<file path="src/rtl/router_pkg.sv">
// Shared constants, FSM encoding and small helpers for the hypercube router
// receive path. The optional frame parity bit is enabled by defining
// DIM_RX_PARITY_EN, which lengthens the frame by one bit.
package router_pkg;

    localparam int ADDR_W    = 12;
    localparam int DIM_W     = 4;
    localparam int PRI_W     = 3;
    localparam int DATA_W    = 32;
    localparam int NBUF      = 7;
    localparam int BUF_W     = 3;

    // Buffer number 0 is the dummy/empty slot.
    localparam logic [BUF_W-1:0] BUF_NONE = 3'd0;

    // Bits carried after the start bit, excluding any parity bit.
    localparam int PAYLOAD_W = ADDR_W + PRI_W + DATA_W;

`ifdef DIM_RX_PARITY_EN
    localparam int FRAME_LEN = PAYLOAD_W + 1;
`else
    localparam int FRAME_LEN = PAYLOAD_W;
`endif

    localparam int CNT_W = $clog2(FRAME_LEN + 1);

    typedef enum logic [2:0] {
        ST_IDLE   = 3'd0,
        ST_HDR    = 3'd1,
        ST_DATA   = 3'd2,
        ST_PAR    = 3'd3,
        ST_COMMIT = 3'd4,
        ST_DRAIN  = 3'd5
    } rx_state_t;

    // One hop ages the priority by one, saturating at all-ones.
    function automatic logic [PRI_W-1:0] age_pri(input logic [PRI_W-1:0] pri);
        logic [PRI_W-1:0] aged;
        if (pri == {PRI_W{1'b1}}) begin
            aged = pri;
        end else begin
            aged = pri + PRI_W'(1);
        end
        return aged;
    endfunction

    // Even parity over the payload: the parity bit equals the XOR of all bits.
    function automatic logic even_parity(input logic [PAYLOAD_W-1:0] payload);
        return ^payload;
    endfunction

endpackage

</file>
<file path="src/rtl/free_buf_pick.sv">
// Combinational priority encoder: lowest-numbered free buffer wins.
// Bit i-1 of buf_free corresponds to buffer number i.
module free_buf_pick
    import router_pkg::*;
(
    input  logic [NBUF-1:0]  buf_free,
    output logic             found,
    output logic [BUF_W-1:0] pick
);

    // Scan downwards so the last hit written is the lowest free index.
    always_comb begin
        found = 1'b0;
        pick  = BUF_NONE;
        for (int i = NBUF - 1; i >= 0; i--) begin
            found = found | buf_free[i];
            pick  = buf_free[i] ? BUF_W'(i + 1) : pick;
        end
    end

endmodule

</file>
<file path="src/rtl/dim_receiver.sv">
// Receive end of one hypercube dimension link. Deserialises one bit-serial
// frame (start, addr LSB first, pri MSB first, data MSB first), reserves the
// lowest free local buffer on the start bit, clears the address bit of the
// dimension just traversed, ages the priority and issues a one-cycle write.
// Define DIM_RX_PARITY_EN to expect a trailing even-parity bit.
module dim_receiver
    import router_pkg::*;
(
    input  logic              clk,
    input  logic              rst_n,
    input  logic [DIM_W-1:0]  cur_dim,
    input  logic              dim_start,
    input  logic              rx_bit,
    input  logic [NBUF-1:0]   buf_free,
    output logic              rx_ack,
    output logic              rx_nak,
    output logic              rsv_valid,
    output logic [BUF_W-1:0]  rsv_buf,
    output logic              wr_en,
    output logic [ADDR_W-1:0] wr_addr,
    output logic [PRI_W-1:0]  wr_pri,
    output logic [DATA_W-1:0] wr_data,
    output logic              err
);

    // The final frame bit is taken straight from rx_bit, so one bit fewer is stored.
    localparam int SHIFT_W = FRAME_LEN - 1;
    localparam logic [CNT_W-1:0] LAST_HDR = CNT_W'(ADDR_W + PRI_W - 1);
    localparam logic [CNT_W-1:0] LAST_BIT = CNT_W'(FRAME_LEN - 1);
`ifdef DIM_RX_PARITY_EN
    localparam logic [CNT_W-1:0] LAST_PAYLOAD = CNT_W'(PAYLOAD_W - 1);
`endif

    rx_state_t            state_r;
    rx_state_t            next_body_s;
    logic [CNT_W-1:0]     cnt_r;
    logic [SHIFT_W-1:0]   shift_r;
    logic [DIM_W-1:0]     dim_r;

    logic [PAYLOAD_W-1:0] frame_s;
    logic [ADDR_W-1:0]    addr_s;
    logic [ADDR_W-1:0]    clr_addr_s;
    logic [PRI_W-1:0]     pri_s;
    logic [DATA_W-1:0]    data_s;
    logic                 dim_ok_s;
    logic                 par_ok_s;
    logic                 found_s;
    logic [BUF_W-1:0]     pick_s;

    free_buf_pick u_pick (
        .buf_free (buf_free),
        .found    (found_s),
        .pick     (pick_s)
    );

    // Assemble the complete payload as it stands on the final frame bit and decode its fields.
    always_comb begin
`ifdef DIM_RX_PARITY_EN
        frame_s  = shift_r;
        par_ok_s = (even_parity(shift_r) == rx_bit);
`else
        frame_s  = {shift_r, rx_bit};
        par_ok_s = 1'b1;
`endif
        for (int i = 0; i < ADDR_W; i++) begin
            addr_s[i] = frame_s[PAYLOAD_W - 1 - i];
        end
        pri_s      = frame_s[DATA_W +: PRI_W];
        data_s     = frame_s[DATA_W-1:0];
        dim_ok_s   = 1'b0;
        clr_addr_s = addr_s;
        for (int i = 0; i < ADDR_W; i++) begin
            dim_ok_s      = dim_ok_s | ((dim_r == DIM_W'(i)) & addr_s[i]);
            clr_addr_s[i] = addr_s[i] & (dim_r != DIM_W'(i));
        end
    end

    // Field-to-field transitions inside a frame body, driven by the bit counter.
    always_comb begin
        case (state_r)
            ST_HDR:  next_body_s = (cnt_r == LAST_HDR) ? ST_DATA : ST_HDR;
`ifdef DIM_RX_PARITY_EN
            ST_DATA: next_body_s = (cnt_r == LAST_PAYLOAD) ? ST_PAR : ST_DATA;
`else
            ST_DATA: next_body_s = ST_DATA;
`endif
            default: next_body_s = state_r;
        endcase
    end

    // Receive FSM with registered handshake, reservation and write outputs.
    always_ff @(posedge clk or negedge rst_n) begin
        if (!rst_n) begin
            state_r   <= ST_IDLE;
            cnt_r     <= {CNT_W{1'b0}};
            shift_r   <= {SHIFT_W{1'b0}};
            dim_r     <= {DIM_W{1'b0}};
            rx_ack    <= 1'b0;
            rx_nak    <= 1'b0;
            rsv_valid <= 1'b0;
            rsv_buf   <= BUF_NONE;
            wr_en     <= 1'b0;
            wr_addr   <= {ADDR_W{1'b0}};
            wr_pri    <= {PRI_W{1'b0}};
            wr_data   <= {DATA_W{1'b0}};
            err       <= 1'b0;
        end else begin
            rx_ack <= 1'b0;
            rx_nak <= 1'b0;
            wr_en  <= 1'b0;
            err    <= 1'b0;

            if (dim_start) begin
                dim_r <= cur_dim;
            end

            // The reservation is held through the wr_en/err cycle and released after it;
            // a new reservation made in the same cycle below takes precedence.
            if (wr_en || err) begin
                rsv_valid <= 1'b0;
                rsv_buf   <= BUF_NONE;
            end

            case (state_r)
                ST_IDLE: begin
                    cnt_r   <= {CNT_W{1'b0}};
                    shift_r <= {SHIFT_W{1'b0}};
                    if (rx_bit) begin
                        if (found_s) begin
                            state_r   <= ST_HDR;
                            rsv_valid <= 1'b1;
                            rsv_buf   <= pick_s;
                            rx_ack    <= 1'b1;
                        end else begin
                            state_r <= ST_DRAIN;
                            rx_nak  <= 1'b1;
                        end
                    end
                end

                ST_HDR, ST_DATA, ST_PAR: begin
                    if (dim_start) begin
                        state_r <= ST_IDLE;
                        err     <= 1'b1;
                    end else if (cnt_r == LAST_BIT) begin
                        state_r <= ST_COMMIT;
                        if (dim_ok_s && par_ok_s) begin
                            wr_en   <= 1'b1;
                            wr_addr <= clr_addr_s;
                            wr_pri  <= age_pri(pri_s);
                            wr_data <= data_s;
                        end else begin
                            err <= 1'b1;
                        end
                    end else begin
                        shift_r <= {shift_r[SHIFT_W-2:0], rx_bit};
                        cnt_r   <= cnt_r + CNT_W'(1);
                        state_r <= next_body_s;
                    end
                end

                ST_COMMIT: begin
                    state_r <= ST_IDLE;
                end

                ST_DRAIN: begin
                    if (dim_start) begin
                        state_r <= ST_IDLE;
                        err     <= 1'b1;
                    end else if (cnt_r == LAST_BIT) begin
                        state_r <= ST_IDLE;
                    end else begin
                        cnt_r <= cnt_r + CNT_W'(1);
                    end
                end

                default: begin
                    state_r <= ST_IDLE;
                end
            endcase
        end
    end

endmodule
</file>
<file path="config.mk">
export PLATFORM = sky130hd
export DESIGN_NAME = dim_receiver
export DESIGN_NICKNAME = d
export VERILOG_FILES = /design/src/rtl/router_pkg.sv /design/src/rtl/free_buf_pick.sv /design/src/rtl/dim_receiver.sv
export SDC_FILE = /design/constraint.sdc
export NUM_CORES = 1
export LEC_CHECK = 0
export ABC_AREA = 1
export ABC_CLOCK_PERIOD_IN_PS = 1890
export BUFFER_PORTS_ARGS = -buffer_cell sky130_fd_sc_hd__buf_2
export CAP_MARGIN = 10
export CORE_ASPECT_RATIO = 0.8
export CORE_UTILIZATION = 39
export CTS_BUF_LIST = sky130_fd_sc_hd__clkbuf_16
export CTS_CLUSTER_DIAMETER = 120
export DETAILED_ROUTE_END_ITERATION = 8
export GPL_TIMING_DRIVEN = 0
export PLACE_DENSITY = 0.6
export SLEW_MARGIN = 40
export SYNTH_ARGS = -nofsm -noshare
export SYNTH_HDL_FRONTEND = slang
export SYNTH_SLANG_ARGS = --single-unit
export TNS_END_PERCENT = 30
</file>
<file path="constraint.sdc">
create_clock -name clk -period 1.89 [get_ports clk]
set_input_delay 0.2835 -clock clk [delete_from_list [all_inputs] [get_ports clk]]
set_output_delay 0.2835 -clock clk [all_outputs]
set_load 0.02 [all_outputs]
</file>
==> metrics.txt, run 1 <==
status=finished clean; buffers added on ports=69; CTS tree=done; Tmin final=1770 ps; Static Leak=3.24 nW; first-pass GRT wire length=18,300 µm; initial antenna violation count=0; ANT cells=0; largest net degree at the start of global routing=59; num ports=70; met1 Use GR=0.243; DRC=0; full die area=13,000 µm²; core area=12,200 µm²; CP Class=flop to flop; synth warn=0; Synth Cell Area=4880 µm²; Worst Setup Start Kind=flop; Cell variety after synth=27; grt total ovfl=0; Initial Util=0.400; Rel. slew slack=0.697; vias in the first global route=3,800; WP data required=2230 ps; GR peak layer=met2; Clock Path Buffers=2; Pre-antenna DRT Iters=5; Net count, final=655; Clock Latency Late Sink=410 ps; Max-Cap Viols=0; Antenna Nets Post-Route=0; routed length per instance=13.3 µm; fin util=0.502; DP Area=5480 µm²; Final GP Congestion=0.897; crit path to=wr_data[6]; Fill cells=1,159; Total Wirelength=11,000 µm; Max Clk Rate=565 MHz; FP Rows=36; fin area=6130 µm²; pins over their slew limit=0; final setup fails=0; Reg-to-Reg Start=cnt_r[0]; dpl hpwl=7540 µm; Sink Count=114; DRT iter0 DRCs=242; Worst VDD drop=615 µV; arrival time at the worst endpoint=2110 ps; worst min path class=input port to flop; Setup Skew=9.67 ps; Clock Pin Slew Worst Setup and Hold Paths=60 ps; Slew @ Worst Pin=454 ps; worst reg2reg path endpoint=wr_data[6]; M2 GR Usage=0.287; All-Layer GR Usage=0.181; Die Height=102 µm; Num CTS Buffers=17; Avg Cell Area, Syn=8.95 µm²; PwrDens=980 nW/µm²; CP max FO=10; Fin. Hold Viols=0; Seq cells post-synth=114; area delta synth->final=25.5%; layout cells sized above 1=0.222; die width=127 µm; Vias=3,943; Syn Nets=563; synthesized instance count=545; CP Launch Point=cnt_r[0]; CP Capture Type=flop; root buf cell=clkbuf_16; worst-case reg-to-reg path depth=10; H-tree depth=4; Seq/Total Area, Yosys=0.585; vias per cell=4.80; crit share post-route=0.936; R2R setup slack=120 ps; met3 Usage GRT=0.0455
[cell type report]
type | instances | area (µm²) | area share
sequential | 114 | 2850 | 0.466
multi-input combinational | 337 | 1650 | 0.270
clock buffer | 17 | 425 | 0.0694
timing repair buffer | 73 | 420 | 0.0686
inverter | 68 | 255 | 0.0417
tap | 171 | 214 | 0.0349
buffer | 26 | 186 | 0.0304
clock inverter | 15 | 120 | 0.0196
[kinds of logic (layout without fill, tap and decap cells)]
family | Yosys count | in the layout | synth area share
xor+xnor | 3 | 3 | 0.00539
fa+ha+maj | 3 | 3 | 0.00769
compound gates | 82 | 82 | 0.0979
buf+inv | 94 | 199 | 0.0856
simple gates | 249 | 249 | 0.219
flops | 114 | 114 | 0.585
[flip-flops by register name, indices dropped and copies added (netlist names)]
register	cells
wr_addr	12
shift_r	46
cnt_r	6
dim_r	4
rsv_buf	3
state_r	3
rx_ack	1
wr_data	32
err	1
wr_en	1
wr_pri	3
rx_nak	1
rsv_valid	1
[where the power goes]
part / total (mW) / internal (mW) / leakage [nW] / switching, mW
clock network: 2.90 / 1.79 / 0.257 / 1.11
logic: 0.508 / 0.168 / 1.41 / 0.340
registers: 2.60 / 2.51 / 1.57 / 0.0823
total: 6.00 / 4.47 / 3.24 / 1.53
[worst min-delay path by stage]
stage | from | end | slack [ps] | cells past startpoint
after floorplan | rst_n | cnt_r[0] | -10 | 0
after global placement | wr_addr[1] | wr_addr[1] | 450 | 2
after detailed placement | rst_n | dim_r[1] | 250 | 1
after CTS | buf_free[0] | rsv_buf[1] | 60 | 2
after global routing | buf_free[0] | rsv_buf[1] | 60 | 2
final | buf_free[0] | rsv_buf[1] | 70 | 2
[metrics by stage]
step	instances	worst slack (ps)	hold slack [ps]	power, mW	TNS, ps
6_report	821	120	71.9	6.00	0
5_1_grt	821	-8.22	61.4	6.25	-10.5
4_1_cts	819	10.5	55.7	6.03	0
3_5_place_dp	786	-3.66	245	3.10	-3.66
3_3_place_gp	785	-803	451	3.08	-90690
2_1_floorplan	545	280	-12.1	2.92	0
[cells in the mapped netlist]
master / number / area (µm²)
nand3_1: 70 / 350
xor2_1: 2 / 17.5
buf_6: 3 / 33.8
ha_1: 3 / 37.5
nor2_1: 23 / 86.3
or2_2: 3 / 18.8
o21ai_0: 15 / 75.1
a21oi_1: 17 / 85.1
buf_1: 1 / 3.75
inv_2: 3 / 11.3
o31ai_1: 1 / 7.51
nor2_4: 2 / 22.5
nand3b_1: 1 / 7.51
xnor2_1: 1 / 8.76
clkbuf_1: 2 / 7.51
buf_2: 13 / 65.1
o21a_1: 1 / 7.51
dfrtp_1: 114 / 2850
nand4_1: 1 / 6.26
inv_1: 65 / 244
buf_4: 7 / 52.6
nor2_2: 3 / 18.8
o22ai_1: 47 / 294
o21ai_2: 1 / 8.76
nor3_1: 2 / 10.0
nand2_1: 143 / 537
nand3_2: 1 / 10.0
[cell usage in the layout, fill, tap and decap left out, types with 7 or more instances in the layout]
master	instances
nand3_1	69
buf_2	78
o22ai_1	47
a21oi_1	17
inv_1	65
dfrtp_1	114
nor2_1	22
clkbuf_16	17
o21ai_0	15
buf_6	7
nand2_1	142
[routing by layer]
metal / vias up / wire length (µm)
met4: 0 / 78
li1: 1961 / -
met2: 71 / 5070
met1: 1899 / 5430
met5: - / 0
met3: 12 / 371
[timing repair]
| item | CTS | global route |
|---|---|---|
| hold endpoints to repair | 56 | 0 |
| setup buffers | 0 | 2 |
| resized for setup | 1 | 17 |
| hold buffers | 1 | 0 |
| endpoints found under the setup margin | 1 | 80 |
| pin swaps | 0 | 2 |
| cloned | 0 | 0 |
[worst max-delay path: stages (launching register included)]
cell,delay [ps]
dfrtp_1,410
inv_2,100
ha_4,140
nand3_2,80
nor3_2,220
nand2_1,130
inv_2,100
buf_6,150
buf_6,150
nand3_1,120
nand2_1,90
(Power assumes the default switching activity.)
==> run 2, diff against run 1 <==
BUFFER_PORTS_ARGS = -buffer_cell sky130_fd_sc_hd__clkbuf_2   (was -buffer_cell sky130_fd_sc_hd__buf_2)
RECOVER_POWER = 50   (was not set)
SKIP_CTS_REPAIR_TIMING = 1   (was not set)
==> metrics.txt, run 2 (synthesis results as in run 1) <==
commonest non-fill, non-tap cell in the layout=nand2_1 (unchanged); Worst VDD drop=689 µV (was 615 µV); Clock Pin Slew Worst Setup and Hold Paths=60 ps (about the same); Slew @ Worst Pin=836 ps (was 454 ps); worst hold start=buf_free[0] (unchanged); pins over their slew limit=0 (unchanged); die width=127 µm (unchanged); most frequent cells in the layout=143 x nand2_1, 114 x dfrtp_1, 69 x nand3_1 (was 142 x nand2_1, 114 x dfrtp_1, 78 x buf_2); worst path buffer plus inverter count=3 (was 4); Critical-path top delay cell=dfrtp_1 (unchanged); RSZ-0062 raised after global routing=true; All-Layer GR Usage=0.182 (was 0.181); largest net degree at the start of global routing=61 (was 59); area delta synth->final=24.6% (was 25.5%); CP max FO=10 (unchanged); Comb pwr share=0.078 (was 0.085); Net count, final=654 (was 655); Top Registers=shift_r x46, wr_data x32, wr_addr x12 (unchanged); vias in the first global route=3,842 (was 3,800); first-pass GRT wire length=18,300 µm (about the same); Total Wirelength=11,000 µm (about the same); crit share post-route=0.913 (was 0.936); Setup Skew=9.76 ps (was 9.67 ps); worst-case reg-to-reg path depth=10 (unchanged); DRC=0 (unchanged); worst min path class=input port to flop (unchanged); dpl hpwl=7610 µm (was 7540 µm); sw frac=0.244 (was 0.256); CP Class=flop to flop (unchanged); crit-path cells=inv_1, nor2_2, nand3_1, nand2_1, nor2_1, nand3_2, buf_4, buf_4, nand3_1, nand2_1 (was inv_2, ha_4, nand3_2, nor3_2, nand2_1, inv_2, buf_6, buf_6, nand3_1, nand2_1); cell family with most CP delay=simple AND/OR/NAND/NOR gates (unchanged); sw power=1.53 mW (about the same); Hold Path Stages=2 (unchanged); Static Leak=3.14 nW (was 3.24 nW); worst reg2reg path endpoint=wr_data[7] (was wr_data[6]); Sink Count=114 (unchanged); status=finished clean (unchanged); CTS tree=done (unchanged); Worst Setup Start Kind=flop (unchanged); Pre-antenna DRT Iters=5 (unchanged); final setup fails=0 (unchanged); Fin. Hold Viols=0 (unchanged); WP data required=2230 ps (about the same); Tmin final=1730 ps (was 1770 ps); Biggest register=shift_r (unchanged); Initial Util=0.400 (unchanged); core area=12,200 µm² (unchanged); routed length per instance=13.5 µm (was 13.3 µm); Antenna Nets Post-Route=0 (unchanged); Die Height=102 µm (unchanged); max reg flops=46 (unchanged); root buf cell=clkbuf_16 (unchanged); Num CTS Buffers=17 (unchanged); num ports=70 (unchanged); layout cells sized above 1=0.191 (was 0.222); Rel. slew slack=0.443 (was 0.697); Reg-to-Reg Start=dim_r[1] (was cnt_r[0]); Fill cells=1,163 (was 1,159); vias per cell=4.84 (was 4.80); Min Hold Slack=63.2 ps (was 71.9 ps); FP Rows=36 (unchanged); Max Clk Rate=579 MHz (was 565 MHz); R2R setup slack=160 ps (was 120 ps); CP max stage delay=410 ps (about the same); Clock Latency Late Sink=410 ps (about the same); CP Capture Type=flop (unchanged); Max-Cap Viols=0 (unchanged); full die area=13,000 µm² (unchanged); ANT cells=0 (unchanged); Flop pwr share=0.414 (was 0.433); clock share of power=0.508 (was 0.483); H-tree depth=4 (unchanged); DRT iter0 DRCs=261 (was 242); PwrDens=1030 nW/µm² (was 980 nW/µm²); setup tns final=0 ps (unchanged); Clock Path Buffers=2 (unchanged); Final GP Congestion=0.896 (was 0.897); buffers added on ports=69 (unchanged); Hold EP=rsv_buf[1] (unchanged); initial antenna violation count=0 (unchanged); grt total ovfl=0 (unchanged); arrival time at the worst endpoint=2070 ps (was 2110 ps); Power Internal=4.73 mW (was 4.47 mW); Vias=3,965 (was 3,943)
run 2: changes by cell type in the layout (fill, tap and decap cells not counted), moves of 2 or more:
cell        before  now
clkbuf_1         2   21
nor2_2           1    4
buf_2           78    9
buf_4            4    6
clkinv_2         3    5
clkbuf_2         1   50
inv_2            4    2
clkinv_4         2    4
clkinvlp_4       5    2
bufinv_16        1    3
inv_1           65   67
nor2_4           5    2
clkinv_1         2    0
run 2: area by class of cell:
type,count,area [µm²],share of cell area
flip-flops and latches,114,2850,0.469
multi-input cells,337,1630,0.268
clock buffers,17,425,0.0699
repair buffers,72,352,0.0578
inverters,68,255,0.0420
well taps,171,214,0.0352
plain buffers,26,186,0.0307
clock inverters,15,169,0.0278
run 2: worst max path at each step:
stage	startpoint	to	slack [ps]	cells after the start
floorplan	cnt_r[0]	wr_data[14]	280	11
global placement	rst_n	wr_data[14]	-1080	1
detailed placement	cnt_r[0]	shift_r[35]	20	8
CTS	cnt_r[0]	shift_r[39]	-20	8
global route	dim_r[1]	wr_data[6]	-10	10
finish	dim_r[1]	wr_data[7]	160	10
run 2: metrics by stage:
step	util	power [mW]	cells	worst slack, ps	area [µm²]
final	0.498	6.26	820	164	6080
after global routing	0.498	6.50	820	-13.5	6080
after CTS	0.497	6.29	818	-19.4	6070
after detailed placement	0.449	3.10	786	17.2	5480
after global placement	0.446	3.08	785	-1080	5440
after floorplan	-	2.92	545	280	4880
run 2: power by group through the flow:
stage	combinational, mW	sequential, mW	clock [mW]
6_report	0.490	2.59	3.18
3_5_place_dp	0.469	2.63	0
4_1_cts	0.473	2.59	3.22
3_3_place_gp	0.451	2.63	0
2_1_floorplan	0.273	2.64	0
5_1_grt	0.555	2.60	3.34
run 2: routing by layer:
layer,GRT usage,up-vias,wire (µm)
li1,-,1971,-
met4,0.0586,0,97
met2,0.294,83,5190
met3,0.0560,10,520
met5,0,-,0
met1,0.237,1901,5230
==> run 3, diff against run 2 <==
CORE_MARGIN = 2   (was not set)
PLACE_DENSITY = not set   (was 0.6)
PLACE_DENSITY_LB_ADDON = 0.25   (was not set)
RECOVER_POWER = 25   (was 50)
==> metrics.txt, run 3 (synthesis results as in run 1) <==
status=finished clean (unchanged); cell family with most CP delay=simple AND/OR/NAND/NOR gates (unchanged); pins over their slew limit=0 (unchanged); pre-CTS setup slack=1.43 ps (was 17.2 ps); sw power=1.51 mW (was 1.53 mW); buffers added on ports=69 (unchanged); Static Leak=3.22 nW (was 3.14 nW); H-tree depth=4 (unchanged); Total Wirelength=11,400 µm (was 11,000 µm); Vias=3,989 (was 3,965); DRC=0 (unchanged); max reg flops=46 (unchanged); final setup fails=0 (unchanged); Critical-path top delay cell=dfrtp_1 (unchanged); first-pass GRT wire length=19,200 µm (was 18,300 µm); Clock Pin Slew Worst Setup and Hold Paths=50 ps (was 60 ps); Clock Latency Late Sink=410 ps (about the same); worst path buffer plus inverter count=3 (unchanged); Worst Setup Start Kind=flop (unchanged); Pre-antenna DRT Iters=5 (unchanged); CP Capture Type=flop (unchanged); full die area=13,400 µm² (was 13,000 µm²); vias in the first global route=3,946 (was 3,842); sw frac=0.238 (was 0.244); most frequent cells in the layout=143 x nand2_1, 114 x dfrtp_1, 70 x clkbuf_2 (was 143 x nand2_1, 114 x dfrtp_1, 69 x nand3_1); Flop pwr share=0.408 (was 0.414); largest net degree at the start of global routing=61 (unchanged); Setup Skew=8.74 ps (was 9.76 ps); Hold Path Stages=2 (unchanged); Worst VDD drop=602 µV (was 689 µV); Fin. Hold Viols=0 (unchanged); All-Layer GR Usage=0.180 (was 0.182); Hold EP=rsv_buf[1] (unchanged); fin util=0.504 (was 0.498); Die Height=104 µm (was 102 µm); WP data required=2220 ps (was 2230 ps); ANT cells=0 (unchanged); Tmin final=1810 ps (was 1730 ps); fin area=6150 µm² (was 6080 µm²); crit-path cells=inv_1, nor2_2, nand3_1, nand2_1, nor2_1, nand3_2, buf_4, buf_4, nand3_1, nand2_1 (unchanged); commonest non-fill, non-tap cell in the layout=nand2_1 (unchanged); Sink Count=114 (unchanged); setup tns final=0 ps (unchanged); clock share of power=0.511 (was 0.508); crit share post-route=0.960 (was 0.913); worst reg2reg path endpoint=wr_data[5] (was wr_data[7]); Reg-to-Reg Start=dim_r[0] (was dim_r[1]); CP max stage delay=450 ps (was 410 ps); Num CTS Buffers=17 (unchanged); layout cells sized above 1=0.219 (was 0.191); CP Class=flop to flop (unchanged); FP Rows=36 (unchanged); Antenna Nets Post-Route=0 (unchanged); dpl hpwl=7690 µm (was 7610 µm); Comb pwr share=0.080 (was 0.078); CP max FO=10 (unchanged); Net count, final=655 (was 654); Clock Path Buffers=2 (unchanged); Slew @ Worst Pin=838 ps (was 836 ps); arrival time at the worst endpoint=2150 ps (was 2070 ps); die width=129 µm (was 127 µm); Initial Util=0.400 (unchanged); core area=12,200 µm² (unchanged); Top Registers=shift_r x46, wr_data x32, wr_addr x12 (unchanged); num ports=70 (unchanged); R2R setup slack=80 ps (was 160 ps); Biggest register=shift_r (unchanged); routed length per instance=14.0 µm (was 13.5 µm); DP Area=5480 µm² (unchanged); PwrDens=1030 nW/µm² (about the same); worst hold start=buf_free[0] (unchanged); final setup margin=76.1 ps (was 164 ps); Power Internal=4.85 mW (was 4.73 mW); root buf cell=clkbuf_16 (unchanged); worst-case reg-to-reg path depth=10 (unchanged); Rel. slew slack=0.442 (was 0.443); Tot Pwr=6.36 mW (was 6.26 mW); area delta synth->final=26.0% (was 24.6%); vias per cell=4.86 (was 4.84); Final GP Congestion=0.897 (was 0.896); Max-Cap Viols=0 (unchanged); DRT iter0 DRCs=288 (was 261); grt total ovfl=0 (unchanged); CTS tree=done (unchanged); worst min path class=input port to flop (unchanged); initial antenna violation count=0 (unchanged); Max Clk Rate=551 MHz (was 579 MHz)
## run 3: power groups by stage
stage | Sequential [mW] | Clock [mW] | Combinational (mW)
after floorplan | 2.64 | 0 | 0.273
after global placement | 2.63 | 0 | 0.450
after detailed placement | 2.63 | 0 | 0.473
after CTS | 2.59 | 3.31 | 0.475
after global routing | 2.61 | 3.43 | 0.576
final | 2.60 | 3.25 | 0.510
## run 3: worst max path at each step
| stage | start | end | slack, ps | cells past startpoint |
|---|---|---|---|---|
| finish | dim_r[0] | wr_data[5] | 80 | 10 |
| global route | dim_r[0] | wr_data[5] | -20 | 10 |
| CTS | cnt_r[0] | shift_r[36] | -40 | 8 |
| detailed placement | cnt_r[0] | shift_r[44] | 1 | 8 |
| global placement | rst_n | wr_data[15] | -1080 | 1 |
| floorplan | cnt_r[0] | wr_data[14] | 280 | 11 |
## run 3: area by class of cell
type | count | area (µm²)
clock inverter | 14 | 173
buffer | 26 | 186
tap | 171 | 214
clock buffer | 17 | 425
multi-input combinational | 337 | 1650
sequential | 114 | 2850
timing repair buffer | 73 | 397
fill | 1154 | 6060
inverter | 68 | 255
## run 3: per-stage QoR
stage,instances,hold WS [ps]
3_5_place_dp,786,302
3_3_place_gp,785,456
2_1_floorplan,545,-12.1
5_1_grt,820,70.0
4_1_cts,817,-134
6_report,820,74.7
## run 3: layer usage
layer	part of all wire	track usage	up-vias	wire length [µm]
met2	0.49	0.278	83	5560
met3	0.036	0.0442	7	409
li1	-	-	1968	-
met4	0.0071	0.0722	0	81
met1	0.47	0.245	1931	5390
met5	0	0	-	0
